[src/rtl/ctrl_pkg.sv]
// Shared encodings for the multi-cycle control unit: opcodes, ALU ops, mux selects,
// jump conditions, FSM states and status-flag bit positions.
package ctrl_pkg;

  localparam logic [6:0] OP_NOP       = 7'b0000000;
  localparam logic [6:0] OP_MOV_A_LIT = 7'b0000010;
  localparam logic [6:0] OP_MOV_B_LIT = 7'b0000011;
  localparam logic [6:0] OP_SUB_A_LIT = 7'b0001010;
  localparam logic [6:0] OP_CMP_AB    = 7'b1001101;
  localparam logic [6:0] OP_ST_DIR    = 7'b0100111;
  localparam logic [6:0] OP_LD_DIR    = 7'b0100101;
  localparam logic [6:0] OP_JMP       = 7'b1010011;
  localparam logic [6:0] OP_JEQ       = 7'b1010100;
  localparam logic [6:0] OP_JNE       = 7'b1010101;
  localparam logic [6:0] OP_JGT       = 7'b1010110;
  localparam logic [6:0] OP_JLT       = 7'b1010111;

  localparam logic [3:0] ALU_PASS_B = 4'b1001;
  localparam logic [3:0] ALU_SUB    = 4'b0001;
  localparam logic [3:0] ALU_CMP    = 4'b1111;

  localparam logic [1:0] MUXB_REGB = 2'b00;
  localparam logic [1:0] MUXB_LIT  = 2'b01;
  localparam logic [1:0] MUXB_MEM  = 2'b10;

  // Jump condition codes equal the low three opcode bits of the jump family.
  localparam logic [2:0] JC_ALWAYS = 3'd3;
  localparam logic [2:0] JC_EQ     = 3'd4;
  localparam logic [2:0] JC_NE     = 3'd5;
  localparam logic [2:0] JC_GT     = 3'd6;
  localparam logic [2:0] JC_LT     = 3'd7;

  localparam int FLAG_Z = 3;
  localparam int FLAG_N = 2;
  localparam int FLAG_C = 1;
  localparam int FLAG_V = 0;

  localparam int CNT_W = 3;

  typedef enum logic [2:0] {
    ST_FETCH   = 3'd0,
    ST_EXEC    = 3'd1,
    ST_MEMWAIT = 3'd2,
    ST_MEMWB   = 3'd3,
    ST_TRAP    = 3'd4
  } state_e;

  function automatic logic is_jump(input logic [6:0] opc);
    return (opc[6:3] == 4'b1010) && (opc[2:0] >= JC_ALWAYS);
  endfunction

  function automatic logic is_legal(input logic [6:0] opc);
    return is_jump(opc) || (opc == OP_NOP) || (opc == OP_MOV_A_LIT) ||
           (opc == OP_MOV_B_LIT) || (opc == OP_SUB_A_LIT) || (opc == OP_CMP_AB) ||
           (opc == OP_ST_DIR) || (opc == OP_LD_DIR);
  endfunction

endpackage

[src/rtl/jump_cond_eval.sv]
// Combinational jump resolution: condition code plus {Z,N,C,V} flags -> taken.
module jump_cond_eval
  import ctrl_pkg::*;
(
  input  logic [2:0] jcond,
  input  logic [3:0] flags_in,
  output logic       taken
);

  logic z, n;
  logic unused_cv;

  assign z = flags_in[FLAG_Z];
  assign n = flags_in[FLAG_N];
  assign unused_cv = ^{flags_in[FLAG_C], flags_in[FLAG_V]};

  always_comb begin
    taken = 1'b0;
    case (jcond)
      JC_ALWAYS: taken = 1'b1;
      JC_EQ:     taken = z;
      JC_NE:     taken = ~z;
      JC_GT:     taken = ~z & ~n;
      JC_LT:     taken = n;
      default:   taken = 1'b0;
    endcase
  end

endmodule

[src/rtl/multicycle_control_unit.sv]
// Multi-cycle instruction sequencer: FETCH/EXEC/MEMWAIT/MEMWB(/TRAP) with controls decoded
// from registered state and opcode. Define CTRL_TRAP_EN to trap unknown opcodes.
//
// state      | meaning
// FETCH      | instr_ready=1, capture opcode on instr_valid
// EXEC       | one-cycle execute of the captured opcode; jumps resolve against flags_in
// MEMWAIT    | data-memory read in flight, addr_sel held, counter runs down
// MEMWB      | write memory data into register A and retire
// TRAP       | unknown opcode trapped, illegal held until reset
module multicycle_control_unit
  import ctrl_pkg::*;
#(
  parameter int OPC_W   = 7,
  parameter int ALU_W   = 4,
  parameter int MEM_LAT = 1
) (
  input  logic             clk,
  input  logic             reset,
  input  logic             instr_valid,
  output logic             instr_ready,
  input  logic [OPC_W-1:0] opcode,
  input  logic [3:0]       flags_in,
  output logic [ALU_W-1:0] alu_op,
  output logic             muxA_sel,
  output logic [1:0]       muxB_sel,
  output logic             regA_load,
  output logic             regB_load,
  output logic             mem_write,
  output logic             addr_sel,
  output logic             flags_write,
  output logic             pc_load,
  output logic             pc_inc,
  output logic             illegal
);

  state_e           state_q, state_d;
  logic [OPC_W-1:0] opcode_q;
  logic [CNT_W-1:0] cnt_q;
  logic             jump_taken;

  jump_cond_eval u_jump_cond_eval (
    .jcond    (opcode_q[2:0]),
    .flags_in (flags_in),
    .taken    (jump_taken)
  );

  always_ff @(posedge clk) begin
    if (reset) begin
      state_q  <= ST_FETCH;
      opcode_q <= '0;
      cnt_q    <= '0;
    end else begin
      state_q <= state_d;
      if (state_q == ST_FETCH && instr_valid)
        opcode_q <= opcode;
      if (state_q == ST_EXEC)
        cnt_q <= CNT_W'(MEM_LAT - 1);
      else if (state_q == ST_MEMWAIT)
        cnt_q <= cnt_q - 1'b1;
    end
  end

  always_comb begin
    state_d = state_q;
    case (state_q)
      ST_FETCH:   if (instr_valid) state_d = ST_EXEC;
      ST_EXEC: begin
        if (opcode_q == OP_LD_DIR)
          state_d = (MEM_LAT == 1) ? ST_MEMWB : ST_MEMWAIT;
`ifdef CTRL_TRAP_EN
        else if (!is_legal(opcode_q))
          state_d = ST_TRAP;
`endif
        else
          state_d = ST_FETCH;
      end
      // Counter is loaded with MEM_LAT-1, so leaving on the 1->0 step gives MEM_LAT-1 wait cycles.
      ST_MEMWAIT: if (cnt_q == CNT_W'(1)) state_d = ST_MEMWB;
      ST_MEMWB:   state_d = ST_FETCH;
      ST_TRAP:    state_d = ST_TRAP;
      default:    state_d = ST_FETCH;
    endcase
  end

  // Controls come from registered state/opcode only; reset forces them low so an aborted
  // instruction never retires.
  always_comb begin
    instr_ready = 1'b0;
    alu_op      = '0;
    muxA_sel    = 1'b0;
    muxB_sel    = MUXB_REGB;
    regA_load   = 1'b0;
    regB_load   = 1'b0;
    mem_write   = 1'b0;
    addr_sel    = 1'b0;
    flags_write = 1'b0;
    pc_load     = 1'b0;
    pc_inc      = 1'b0;
    illegal     = 1'b0;
    if (!reset) begin
      case (state_q)
        ST_FETCH: instr_ready = 1'b1;
        ST_EXEC: begin
          case (opcode_q)
            OP_MOV_A_LIT: begin
              alu_op = ALU_W'(ALU_PASS_B); muxB_sel = MUXB_LIT; regA_load = 1'b1; pc_inc = 1'b1;
            end
            OP_MOV_B_LIT: begin
              alu_op = ALU_W'(ALU_PASS_B); muxB_sel = MUXB_LIT; regB_load = 1'b1; pc_inc = 1'b1;
            end
            OP_SUB_A_LIT: begin
              alu_op = ALU_W'(ALU_SUB); muxB_sel = MUXB_LIT; regA_load = 1'b1; pc_inc = 1'b1;
            end
            OP_CMP_AB: begin
              alu_op = ALU_W'(ALU_CMP); muxB_sel = MUXB_REGB; flags_write = 1'b1; pc_inc = 1'b1;
            end
            OP_ST_DIR: begin
              addr_sel = 1'b1; mem_write = 1'b1; pc_inc = 1'b1;
            end
            OP_LD_DIR: addr_sel = 1'b1;
            OP_JMP, OP_JEQ, OP_JNE, OP_JGT, OP_JLT: begin
              pc_load = jump_taken;
              pc_inc  = ~jump_taken;
            end
            OP_NOP: pc_inc = 1'b1;
            default: begin
`ifdef CTRL_TRAP_EN
              pc_inc = 1'b0;
`else
              pc_inc = 1'b1;
`endif
            end
          endcase
        end
        ST_MEMWAIT: addr_sel = 1'b1;
        ST_MEMWB: begin
          addr_sel  = 1'b1;
          muxB_sel  = MUXB_MEM;
          alu_op    = ALU_W'(ALU_PASS_B);
          regA_load = 1'b1;
          pc_inc    = 1'b1;
        end
        ST_TRAP: begin
`ifdef CTRL_TRAP_EN
          illegal = 1'b1;
`endif
        end
        default: instr_ready = 1'b0;
      endcase
    end
  end

endmodule
[config.mk]
export PLATFORM = sky130hd
export DESIGN_NAME = multicycle_control_unit
export DESIGN_NICKNAME = d
export VERILOG_FILES = /design/src/rtl/ctrl_pkg.sv /design/src/rtl/jump_cond_eval.sv /design/src/rtl/multicycle_control_unit.sv
export SDC_FILE = /design/constraint.sdc
export NUM_CORES = 1
export LEC_CHECK = 0
export ABC_CLOCK_PERIOD_IN_PS = 3600
export BUFFER_PORTS_ARGS = -buffer_cell sky130_fd_sc_hd__buf_2
export CORE_MARGIN = 5
export CORE_UTILIZATION = 53
export CTS_CLUSTER_DIAMETER = 30
export DETAILED_ROUTE_END_ITERATION = 7
export PLACE_DENSITY = 0.82
export SLEW_MARGIN = 20
export SYNTH_ARGS = -nofsm -noshare
export SYNTH_HDL_FRONTEND = slang
export SYNTH_SLANG_ARGS = --single-unit
[constraint.sdc]
create_clock -name clk -period 3.6 [get_ports clk]
set_input_delay 0 -clock clk [delete_from_list [all_inputs] [get_ports clk]]
set_output_delay 0 -clock clk [all_outputs]
set_load 0.01 [all_outputs]
## Yosys cells after proc, flatten, opt, wreduce, memory -nomap -nowiden

Index checks and enable logic that the tools add are counted.
Widths: inputs -> output; s select.

| operators by class | value |
|---|---|
| magnitude comparators | 0 |
| $add $sub $neg | 1 |
| divide/modulo/power cells | 0 |
| multipliers | 0 |
| muxes and demuxes | 34 |
| shifts and indexed selects | 0 |
| bitwise gates (word level) | 4 |
| equal/unequal tests | 23 |
| reductions and logical operators | 10 |

Operator list:

| operator | count |
|---|---|
| $eq 7x7->1 const B | 6 |
| $mux 1 | 20 |
| $eq 3x3->1 const B | 5 |
| $eq 7x2->1 const B | 2 |
| $eq 7x6->1 const B | 2 |
| $pmux 3 s4 | 1 |
| $pmux 4 s3 | 1 |
| $reduce_or 2->1 | 5 |
| $eq 3x2->1 const B | 3 |
| $pmux 1 s2 | 4 |
| $pmux 4 s2 | 1 |
| $eq 7x4->1 const B | 1 |
| $eq 3x1->1 const B | 2 |
| $mux 3 | 2 |
| $pmux 1 s5 | 1 |
| $reduce_or 5->1 | 1 |
| $mux 2 | 2 |
| $mux 4 | 1 |
| $pmux 2 s2 | 1 |
| $logic_not 3->1 | 1 |
| $not 1->1 | 3 |
| $reduce_or 3->1 | 1 |
| $sub 3x1->3 const B | 1 |
| $ne 2x1->1 const B | 1 |
| other kinds (4) | 4 |

| storage, ports and cells | value |
|---|---|
| output and inout port bits | 16 |
| input bits | 14 |
| logic and storage cells | 75 |
| bits in read-only memories | 0 |
| bits in latches | 0 |
| bits in registers | 13 |
| RAM bits | 0 |
| memories | 0 |

## Logic depth before layout (Yosys ltp)

Gate-level depths: netlist of run 1.

| logic depth | value |
|---|---|
| word-level depth | 7 |
| gate-level depth with buffers | 6 |
| gate-level depth less buffers | 6 |

## Cells and area by module

From an unflattened synthesis of run 1, not the netlist that was laid out.

| second synthesis, totals | value |
|---|---|
| cells, all modules | 107 |
| area, all modules | 927.1 µm² |

Modules (own cells, without submodules):

| module | area each (µm²) | seq. area each (µm²) | cells each | instances |
|---|---|---|---|---|
| multicycle_control_unit | 885.8 | 260.2 | 102 | 1 |
| jump_cond_eval | 41.3 | 0.0 | 5 | 1 |

## Least setup slack after synthesis of run 1

Ideal clock, no wire load.

| path | value |
|---|---|
| kind | reg-to-output |
| start | reg state_q[1] |
| end | out addr_sel |
| arrival | 1.536 ns |
| path slack | 2.064 ns |
| cell stages (with the launch flop) | 6 |
| buffers on the path | 2 |
| required time | 3.600 ns |
| path through | dfxtp_1 -> buf_6 -> or4b_4 -> buf_6 -> nor3_2 -> o21bai_1 |

| between the ends | value |
|---|---|
| word-level cells in the longest chain between the ends | 4 |
| elaborated cells between the ends (all ways) | 6 |
| classes of those cells | eq/ne (3); mux (2); reduce/logical (1) |

RTL lines:

| item | RTL line | source |
|---|---|---|
| start, declared | multicycle_control_unit.sv:36 | `state_e state_q, state_d;` |
| start signal, assigned | multicycle_control_unit.sv:53 | `state_q <= state_d;` |
| $eq 3x2->1 | multicycle_control_unit.sv:101 | `case (state_q)` |
| $reduce_or 2->1 (no line) | -- |  |
| $pmux 1 s2 (*) | multicycle_control_unit.sv:101 |  |
| $mux 1 (*) | multicycle_control_unit.sv:100 | `if (!reset) begin` |
| end, declared | multicycle_control_unit.sv:29 | `output logic addr_sel,` |

Mark *: on every way between the ends. The rest lies on a longest branch, timed or not.

## Final worst setup path of run 1

| path | value |
|---|---|
| start | reg state_q[0] |
| end | out alu_op[3] |

| between the ends | value |
|---|---|
| word-level cells in the longest chain between the ends | 3 |
| elaborated cells between the ends (all ways) | 4 |
| classes of those cells | eq/ne (2); mux (2) |

RTL lines:

| item | RTL line | source |
|---|---|---|
| $eq 3x2->1 or $eq 3x1->1 (tied branches) | multicycle_control_unit.sv:101 |  |
| $pmux 4 s2 (*) | multicycle_control_unit.sv:101 |  |
| $mux 4 (*) | multicycle_control_unit.sv:100 |  |
| end, declared | multicycle_control_unit.sv:23 | `output logic [ALU_W-1:0] alu_op,` |

Marked as above.

==> run summary, run 1 <==
GPL Wtd Cong = 0.764
Worst R2R Path Depth = 3
Layout area overhead = 18.6%
Reg2reg start = state_q[0]
Mux cell area share after synthesis = 0.0938
Vias in the first global route = 787
EDFF count, synth = 0
Critical Path Source Type = register
Clock Skew = 4.71 ps
Post-synth top area share = 0.271
Largest family of logic cells by synthesized area = simple AND/OR/NAND/NOR gates
CP endpoint kind = output pin
Synth area leader = dfxtp_1
Fmax achieved = 474 MHz
Drt via density = 5.50
Final HPWL DP = 1.55 mm
Port Buffers = 25
1st-pass router iterations = 4
Finished Core Util = 0.660
Hold WC Path Type = in -> reg
Post-synthesis simple-gate area fraction = 0.292
Worst slack, placed = 1790 ps
Antenna violations before repair = 0
Status = finished, final reports clean
CTS Buf Count = 3
GRT Util Overall = 0.163
Top_reg_cell synth = dfxtp_1
Sink Count = 13
Worst Path Required = 3600 ps
Hold Worst Slack = 55.7 ps
Maxcap violations = 0
Synth async-reset ratio = 0
Top cells by count, synth = nor2_1 (14), dfxtp_1 (13), mux2i_1 (9)
Fin area = 1140 um^2
Cells after DPL = 149
Max VDD drop = 278 uV
CP arrival = 2110 ps
I/O pins = 30
WHS Endpoint = cnt_q[1]
Pin count of the biggest net entering global routing = 17
Total power = 0.311 mW
Starting Density = 0.557
Setup-failing EPs final = 0
Crit path launch = state_q[0]
Non-Filler Instances = 160
# Post-CTS Setup Buffers = 0
Layout cells sized above 1 = 0.281
Compound-gate portion of the synthesized area = 0.203
DR WL/cell = 13.2 um
Final period util = 0.587
Clock root buffer = clkbuf_4
CTS tree = built
Clock-pin slew on the worst setup and hold paths = 80 ps
DRC Markers = 0
Placement row count = 15
Die W = 52.6 um
WL final = 2.12 mm
Longest Clk Path Bufs = 2
Yosys cell types = 43
Reg2reg end = opcode_q[0]
Fin. Hold Viols = 0
Hold Path Cell Cnt = 2
RSZ-0062 raised after global routing = no
Worst Slack Setup Final = 1490 ps
Global-route wire length before repair = 3.39 mm
Count leader, synth = nor2_1
Slew @ Worst Pin = 969 ps
Seq cells post-synth = 13
Post-synthesis cell area = 961 um^2
Initial drt markers = 13
Fin Setup TNS = 0 ps
Clk_lat worst skew = 270 ps
Max-slew headroom = 0.352
Min cycle time layout = 2110 ps
GRT overflow = 0
Final nets = 152
Reg2reg setup slack = 1770 ps
Pleak = 0.499 nW
Die footprint = 2760 um^2
Post-CTS Resized = 0
Synth top area cells = dfxtp_1 (27%), mux2i_1 (9.4%), nor2_1 (5.5%)
Avg Cell Area, Syn = 8.66 um^2
Total number of vias = 880
Placed inst area = 1040 um^2
Cells after Synth = 111
# fillers = 150
Post-Synth Adder-Cell Area = 0.0260
Hold wc startpoint = reset
Max Slew Vio Count = 0
Antenna diodes = 0
H-tree Lvls = 1
CP Max Fanout = 16
Yosys Warn Count = 0
Core footprint = 1730 um^2
Die Span Y = 52.6 um
Kind of critical path = reg -> out
Post-route ant nets = 0
Sequential fraction of the synthesis area = 0.271
Pwr Density = 272 nW/um^2
XOR/XNOR share of the synthesized area = 0
==> worst max-delay path: stages, from the launching register on <==
cell	delay (ps)
dfxtp_1	630
or4b_4	610
nor2_8	140
nand2_4	70
o311ai_4	210
buf_2	170
==> area by class of cell <==
class,instances,area (um^2),share of cell area
Timing Repair Buffer,32,195,0.171
Clock buffer,4,26.3,0.0231
Tap cell,25,31.3,0.0274
Sequential cell,13,260,0.228
Inverter,6,22.5,0.0198
Multi-Input combinational cell,80,604,0.530
==> flip-flops by register name, summed over array words and instances (netlist names) <==
| name | count |
|---|---|
| cnt_q | 3 |
| opcode_q | 7 |
| state_q | 3 |
==> worst max path at each step <==
stage / cells past startpoint / endpoint / slack, ps
after global routing: 5 / alu_op[3] / 1380
after global placement: 3 / opcode_q[2] / 1810
after CTS: 5 / alu_op[3] / 1480
after floorplan: 5 / addr_sel / 2060
after detailed placement: 5 / alu_op[3] / 1790
final: 5 / alu_op[3] / 1490
==> kinds of logic (layout without fill, tap and decap cells) <==
kind of cell	after synthesis	after routing
multiplexers	9	9
adder cells (fa/ha/maj)	2	2
buffers and inverters	19	42
flip-flops	13	13
other	1	2
AND/OR/NAND/NOR	41	41
AO/OA/AOI/OAI	26	26
==> cells in the final DEF, fill, tap and decap left out, types with 2 or more instances in the layout <==
| cell | count |
|---|---|
| nor2_1 | 14 |
| mux2i_1 | 9 |
| a2bb2oi_1 | 2 |
| o21bai_1 | 2 |
| clkbuf_4 | 3 |
| dfxtp_1 | 13 |
| conb_1 | 2 |
| dlygate4sd3_1 | 7 |
| nor4b_1 | 3 |
| nor2b_1 | 2 |
| o21ai_0 | 6 |
| a21oi_1 | 6 |
| nor3_1 | 2 |
| ha_1 | 2 |
| inv_1 | 6 |
| nand2b_1 | 3 |
| buf_2 | 25 |
| nand3_1 | 2 |
==> where the power goes <==
group          total, mW  leakage (nW)  switching [mW]  internal (mW)
Clock             0.0880        0.0150          0.0451         0.0429
Sequential         0.165         0.106          0.0154          0.150
Combinational     0.0572         0.377          0.0265         0.0306
==> routing by layer <==
metal | wire length, um | GRT usage | share of wire | vias to the layer above
li1 | - | - | - | 440
met1 | 931 | 0.187 | 0.44 | 410
met2 | 1050 | 0.295 | 0.50 | 28
met3 | 117 | 0.0285 | 0.055 | 2
met4 | 16 | 0.0638 | 0.0076 | 0
met5 | 0 | 0 | 0 | -
==> repair_timing <==
item | CTS | global route
hold buffers | 7 | 0
hold endpoints to repair | 7 | 0
endpoints found under the setup margin | 0 | 0
(Power assumes the default switching activity.)
==> inputs of run 2 (changes only) <==
--- a/config.mk
+++ b/config.mk
@@ -5,13 +5,13 @@
 export SDC_FILE = /design/constraint.sdc
 export NUM_CORES = 1
 export LEC_CHECK = 0
-export ABC_CLOCK_PERIOD_IN_PS = 3600
+export ABC_CLOCK_PERIOD_IN_PS = 1900
 export BUFFER_PORTS_ARGS = -buffer_cell sky130_fd_sc_hd__buf_2
 export CORE_MARGIN = 5
-export CORE_UTILIZATION = 53
+export CORE_UTILIZATION = 45
 export CTS_CLUSTER_DIAMETER = 30
 export DETAILED_ROUTE_END_ITERATION = 7
-export PLACE_DENSITY = 0.82
+export PLACE_DENSITY = 0.74
 export SLEW_MARGIN = 20
 export SYNTH_ARGS = -nofsm -noshare
 export SYNTH_HDL_FRONTEND = slang
==> constraint.sdc (replaced) <==
create_clock -name clk -period 1.9 [get_ports clk]
set_input_delay 0 -clock clk [delete_from_list [all_inputs] [get_ports clk]]
set_output_delay 0 -clock clk [all_outputs]
set_load 0.01 [all_outputs]
==> run summary, run 2 (synthesized netlist as in run 1, its figures left out) <==
Biggest regs = opcode_q (7), cnt_q (3), state_q (3)
Total number of vias = 882 (+0.23%)
Setup-failing EPs final = 0 (unchanged)
Min cycle time layout = 1800 ps
Port Buffers = 25 (unchanged)
Kind of critical path = reg -> out
Reg2reg end = state_q[0]
Cells after DPL = 156 (+4.7%)
Fin Setup TNS = 0 ps (unchanged)
RSZ-0062 raised after global routing = no
Placed inst area = 1080 um^2 (+3.8%)
DR WL/cell = 12.7 um (-4.0%)
Reg2reg setup slack = 380 ps (-1390 ps)
CTS Buf Count = 3 (unchanged)
Hold Worst Slack = 69.6 ps (+13.8 ps)
Crit path launch = state_q[2]
Die Span Y = 56.2 um (+6.9%)
Max VDD drop = 422 uV (+52%)
Commonest non-fill, non-tap cell in the layout = buf_2
Die footprint = 3160 um^2 (+14%)
Antenna violations before repair = 0 (unchanged)
Die W = 56.2 um (+6.9%)
Global-route wire length before repair = 3.60 mm (+6.3%)
Critical Path Source Type = register
Final period util = 0.946
# fillers = 190 (+27%)
Layout area overhead = 24.3%
Placement row count = 16 (+1)
Clock Skew = 6.43 ps (+1.72 ps)
Longest Clk Path Bufs = 2 (unchanged)
1st-pass router iterations = 4 (unchanged)
I/O pins = 30 (unchanged)
Reg2reg start = opcode_q[2]
GPL Wtd Cong = 0.764 (about the same)
Fin area = 1190 um^2 (+4.8%)
Post-route ant nets = 0 (unchanged)
Clock-pin slew on the worst setup and hold paths = 80 ps (about the same)
Starting Density = 0.480 (-0.0765)
WL final = 2.14 mm (+0.76%)
Clk_lat worst skew = 260 ps (about the same)
GRT overflow = 0 (unchanged)
Maxcap violations = 0 (unchanged)
Max Slew Vio Count = 0 (unchanged)
Clock root buffer = clkbuf_4
Largest register FFs = 7 (unchanged)
Layout cells sized above 1 = 0.326 (+0.0448)
Core footprint = 2000 um^2 (+16%)
Initial drt markers = 16 (+3)
Final HPWL DP = 1.65 mm (+6.5%)
Fin. Hold Viols = 0 (unchanged)
Hold WC Path Type = in -> reg
H-tree Lvls = 1 (unchanged)
CP Max Fanout = 4 (-12)
Final nets = 158 (+3.9%)
Pleak = 0.530 nW (+6.3%)
Worst Path Required = 1900 ps (-1700 ps)
Status = finished, final reports clean
Worst R2R Path Depth = 4 (+1)
Top reg by flops = opcode_q
Sink Count = 13 (unchanged)
Non-Filler Instances = 168 (+5.0%)
GRT Util Overall = 0.141 (-0.0221)
Fmax achieved = 556 MHz
Vias in the first global route = 799 (+1.5%)
Drt via density = 5.25 (-4.5%)
Crit path capture = pc_load
CP arrival = 1800 ps (-310 ps)
DRC Markers = 0 (unchanged)
Antenna diodes = 0 (unchanged)
Commonest cells after routing, fill and taps aside = buf_2 (25), nor2_1 (14), dfxtp_1 (12), mux2i_1 (9), dlygate4sd3_1 (7)
CP endpoint kind = output pin
Pwr Density = 496 nW/um^2 (+82%)
Hold Path Cell Cnt = 2 (unchanged)
Finished Core Util = 0.597 (-0.0633)
CTS tree = built
Pin count of the biggest net entering global routing = 16 (-1)
[run 2: final cells by class]
| cell class | count | area (um^2) | area share |
|---|---|---|---|
| repair buffers | 38 | 240 | 0.201 |
| well taps | 27 | 33.8 | 0.0283 |
| inverters | 6 | 22.5 | 0.0188 |
| flip-flops and latches | 13 | 262 | 0.219 |
| clock buffers | 4 | 26.3 | 0.0220 |
| multi-input cells | 80 | 611 | 0.511 |
[run 2: report_power, final]
| part | internal, mW | leakage (nW) | switching (mW) |
|---|---|---|---|
| sequential | 0.285 | 0.107 | 0.0191 |
| clock | 0.0811 | 0.0150 | 0.0800 |
| combinational | 0.0651 | 0.408 | 0.0628 |
| total | 0.431 | 0.530 | 0.162 |
[run 2: worst min-delay path by stage]
| stage | slack, ps | startpoint | to |
|---|---|---|---|
| 3_5_place_dp | 240 | opcode[3] | opcode_q[3] |
| 3_3_place_gp | 230 | opcode[0] | opcode_q[0] |
| 5_1_grt | 60 | reset | opcode_q[3] |
| 4_1_cts | 60 | reset | cnt_q[1] |
| 2_1_floorplan | 80 | reset | state_q[2] |
| 6_report | 70 | reset | cnt_q[1] |
[run 2: repair_timing]
action                                 CTS  global route
endpoints found under the hold margin    7             0
setup endpoints to repair                0             6
setup buffers                            0             1
resized for setup                        0             2
hold buffers                             7             0
[run 2: worst max-delay path, stage by stage (launching register included)]
cell	delay, ps
dfxtp_1	320
or4b_4	600
buf_4	180
a2111oi_2	230
buf_2	200
[run 2: layer usage]
layer  vias up  part of all wire  routed length [um]  track usage
met4         0            0.0070                  15       0.0508
met1       400              0.44                 931        0.169
met5         -                 0                   0            0
li1        453                 -                   -            -
met2        27              0.49                1050        0.239
met3         2             0.066                 140       0.0394
[run 2: per-stage QoR]
stage,power (mW),setup WS [ps]
after global placement,0.417,375
after global routing,0.630,29.3
after floorplan,0.393,364
after CTS,0.596,3.00
after detailed placement,0.424,296
final,0.593,102
==> inputs of run 3 (changes only) <==
==> constraint.sdc (replaced) <==
create_clock -name clk -period 1.9 [get_ports clk]
set_input_delay 0 -clock clk [delete_from_list [all_inputs] [get_ports clk]]
set_output_delay 0 -clock clk [all_outputs]
set_load 0.05 [all_outputs]
==> run summary, run 3 (synthesized netlist as in run 1, its figures left out) <==
Clock power share = 0.270 (-0.002)
Switching pwr = 0.199 mW (+23%)
Delay-heaviest family, CP = simple AND/OR/NAND/NOR gates
Sink Count = 13 (unchanged)
Total number of vias = 897 (+1.7%)
Setup-failing EPs final = 0 (unchanged)
Biggest regs = opcode_q (7), cnt_q (3), state_q (3)
Worst Path Required = 1900 ps (about the same)
Die W = 56.2 um (unchanged)
Final period util = 0.978 (+0.0315)
WL final = 2.21 mm (+3.5%)
# fillers = 184 (-3.2%)
Starting Density = 0.480 (unchanged)
Hold wc startpoint = reset
Comb pwr share = 0.254 (+0.038)
Top reg by flops = opcode_q
Internal power = 0.437 mW (+1.4%)
CP max stage delay = 590 ps (about the same)
Commonest non-fill, non-tap cell in the layout = buf_2
Critical Path Source Type = register
Crit path launch = opcode_q[5]
Vias in the first global route = 785 (-1.8%)
Total power = 0.636 mW (+7.3%)
Placement row count = 16 (unchanged)
DRC Markers = 0 (unchanged)
Min cycle time layout = 1860 ps (+59.9 ps)
CTS Buf Count = 3 (unchanged)
Hold WC Path Type = in -> reg
Pleak = 0.558 nW (+5.3%)
GRT overflow = 0 (unchanged)
Kind of critical path = reg -> out
Largest register FFs = 7 (unchanged)
Status = finished, final reports clean
Sw Share = 0.313 (+0.0398)
Layout area overhead = 32.8%
DR WL/cell = 13.1 um (+2.9%)
Pwr Density = 498 nW/um^2 (+0.47%)
RSZ-0062 raised after global routing = yes
1st-pass router iterations = 4 (unchanged)
Slowest cell on the critical path = or4_4
Global-route wire length before repair = 3.63 mm (+0.78%)
CP arrival = 1860 ps (+60 ps)
Reg2reg start = opcode_q[5]
Worst Slack Setup Final = 41.8 ps (-59.9 ps)
Die footprint = 3160 um^2 (unchanged)
Core footprint = 2000 um^2 (unchanged)
Antenna violations before repair = 0 (unchanged)
H-tree Lvls = 1 (unchanged)
Drt via density = 5.31 (+1.1%)
Commonest cells after routing, fill and taps aside = buf_2 (20), nor2_1 (14), buf_4 (10), mux2i_1 (9), dfxtp_1 (9)
Seq pwr share = 0.476 (-0.036)
GPL Wtd Cong = 0.750 (-1.9%)
Antenna diodes = 0 (unchanged)
Layout cells sized above 1 = 0.394 (+0.0681)
Final HPWL DP = 1.59 mm (-3.2%)
GRT Util Overall = 0.142 (+0.000745)
Longest Clk Path Bufs = 2 (unchanged)
Fmax achieved = 538 MHz (-3.2%)
Clock-pin slew on the worst setup and hold paths = 80 ps (about the same)
Clock Skew = 6.83 ps (+0.401 ps)
CP endpoint kind = output pin
CP bufs+invs = 1 (-1)
Maxcap violations = 0 (unchanged)
Hold Worst Slack = 56.0 ps (-13.6 ps)
I/O pins = 30 (unchanged)
Initial drt markers = 18 (+2)
Fin. Hold Viols = 0 (unchanged)
Worst slack, placed = 251 ps (-45.1 ps)
Die Span Y = 56.2 um (unchanged)
Final nets = 159 (+0.63%)
Port Buffers = 25 (unchanged)
Pin count of the biggest net entering global routing = 16 (unchanged)
Clock root buffer = clkbuf_4
CTS tree = built
Max Slew Vio Count = 0 (unchanged)
Post-route ant nets = 0 (unchanged)
Max VDD drop = 426 uV (+0.95%)
Clk_lat worst skew = 270 ps (about the same)
CP Max Fanout = 4 (unchanged)
Worst path cell trace = or4_4 > nor2_1 > o21bai_1 > o211ai_1 > buf_4
==> run 3: cell types whose count changed in the layout (fill, tap and decap cells not counted), sizes merged <==
cell / delta
clkbuf: +1
==> run 3: repair_timing <==
| item | in CTS | in global routing |
|---|---|---|
| resized for setup | 3 | 13 |
| setup buffers | 0 | 1 |
| pin swaps | 0 | 2 |
| hold buffers | 7 | 0 |
| setup endpoints to repair | 2 | 9 |
| hold endpoints to repair | 7 | 0 |
==> run 3: worst paths after layout <==
kind | end | slack [ps] | cells past startpoint
setup / recovery | alu_op[0] | 40 | 5
setup reg to reg | state_q[0] | 440 | 5
hold reg to reg | cnt_q[2] | 520 | 2
hold / removal | cnt_q[0] | 60 | 2
==> run 3: cell type report <==
cell class / count / area (um^2) / share of cell area
tap: 27 / 33.8 / 0.0265
sequential: 13 / 268 / 0.210
timing repair buffer: 39 / 264 / 0.207
multi-input combinational: 80 / 662 / 0.519
clock buffer: 4 / 26.3 / 0.0206
inverter: 6 / 22.5 / 0.0176
==> run 3: through the flow <==
step,setup TNS [ps],cell area [um^2],utilization,cells
final,0,1280,0.638,169
after global routing,-39.4,1280,0.638,169
after CTS,0,1220,0.612,168
after detailed placement,0,1120,0.558,157
after global placement,0,1120,0.558,157
after floorplan,-391,995,-,112
==> run 3: metal layers <==
metal / up-vias / part of all wire / global-route usage
met5: - / 0 / 0
met1: 413 / 0.45 / 0.183
met4: 0 / 0.0045 / 0.0610
met3: 2 / 0.068 / 0.0371
met2: 24 / 0.48 / 0.220
li1: 458 / - / -
==> run 3: power groups by stage <==
stage | Clock (mW) | Sequential [mW] | Combinational [mW]
floorplan | 0 | 0.302 | 0.115
global placement | 0 | 0.305 | 0.137
detailed placement | 0 | 0.306 | 0.141
CTS | 0.178 | 0.300 | 0.153
global route | 0.190 | 0.304 | 0.173
finish | 0.172 | 0.302 | 0.162
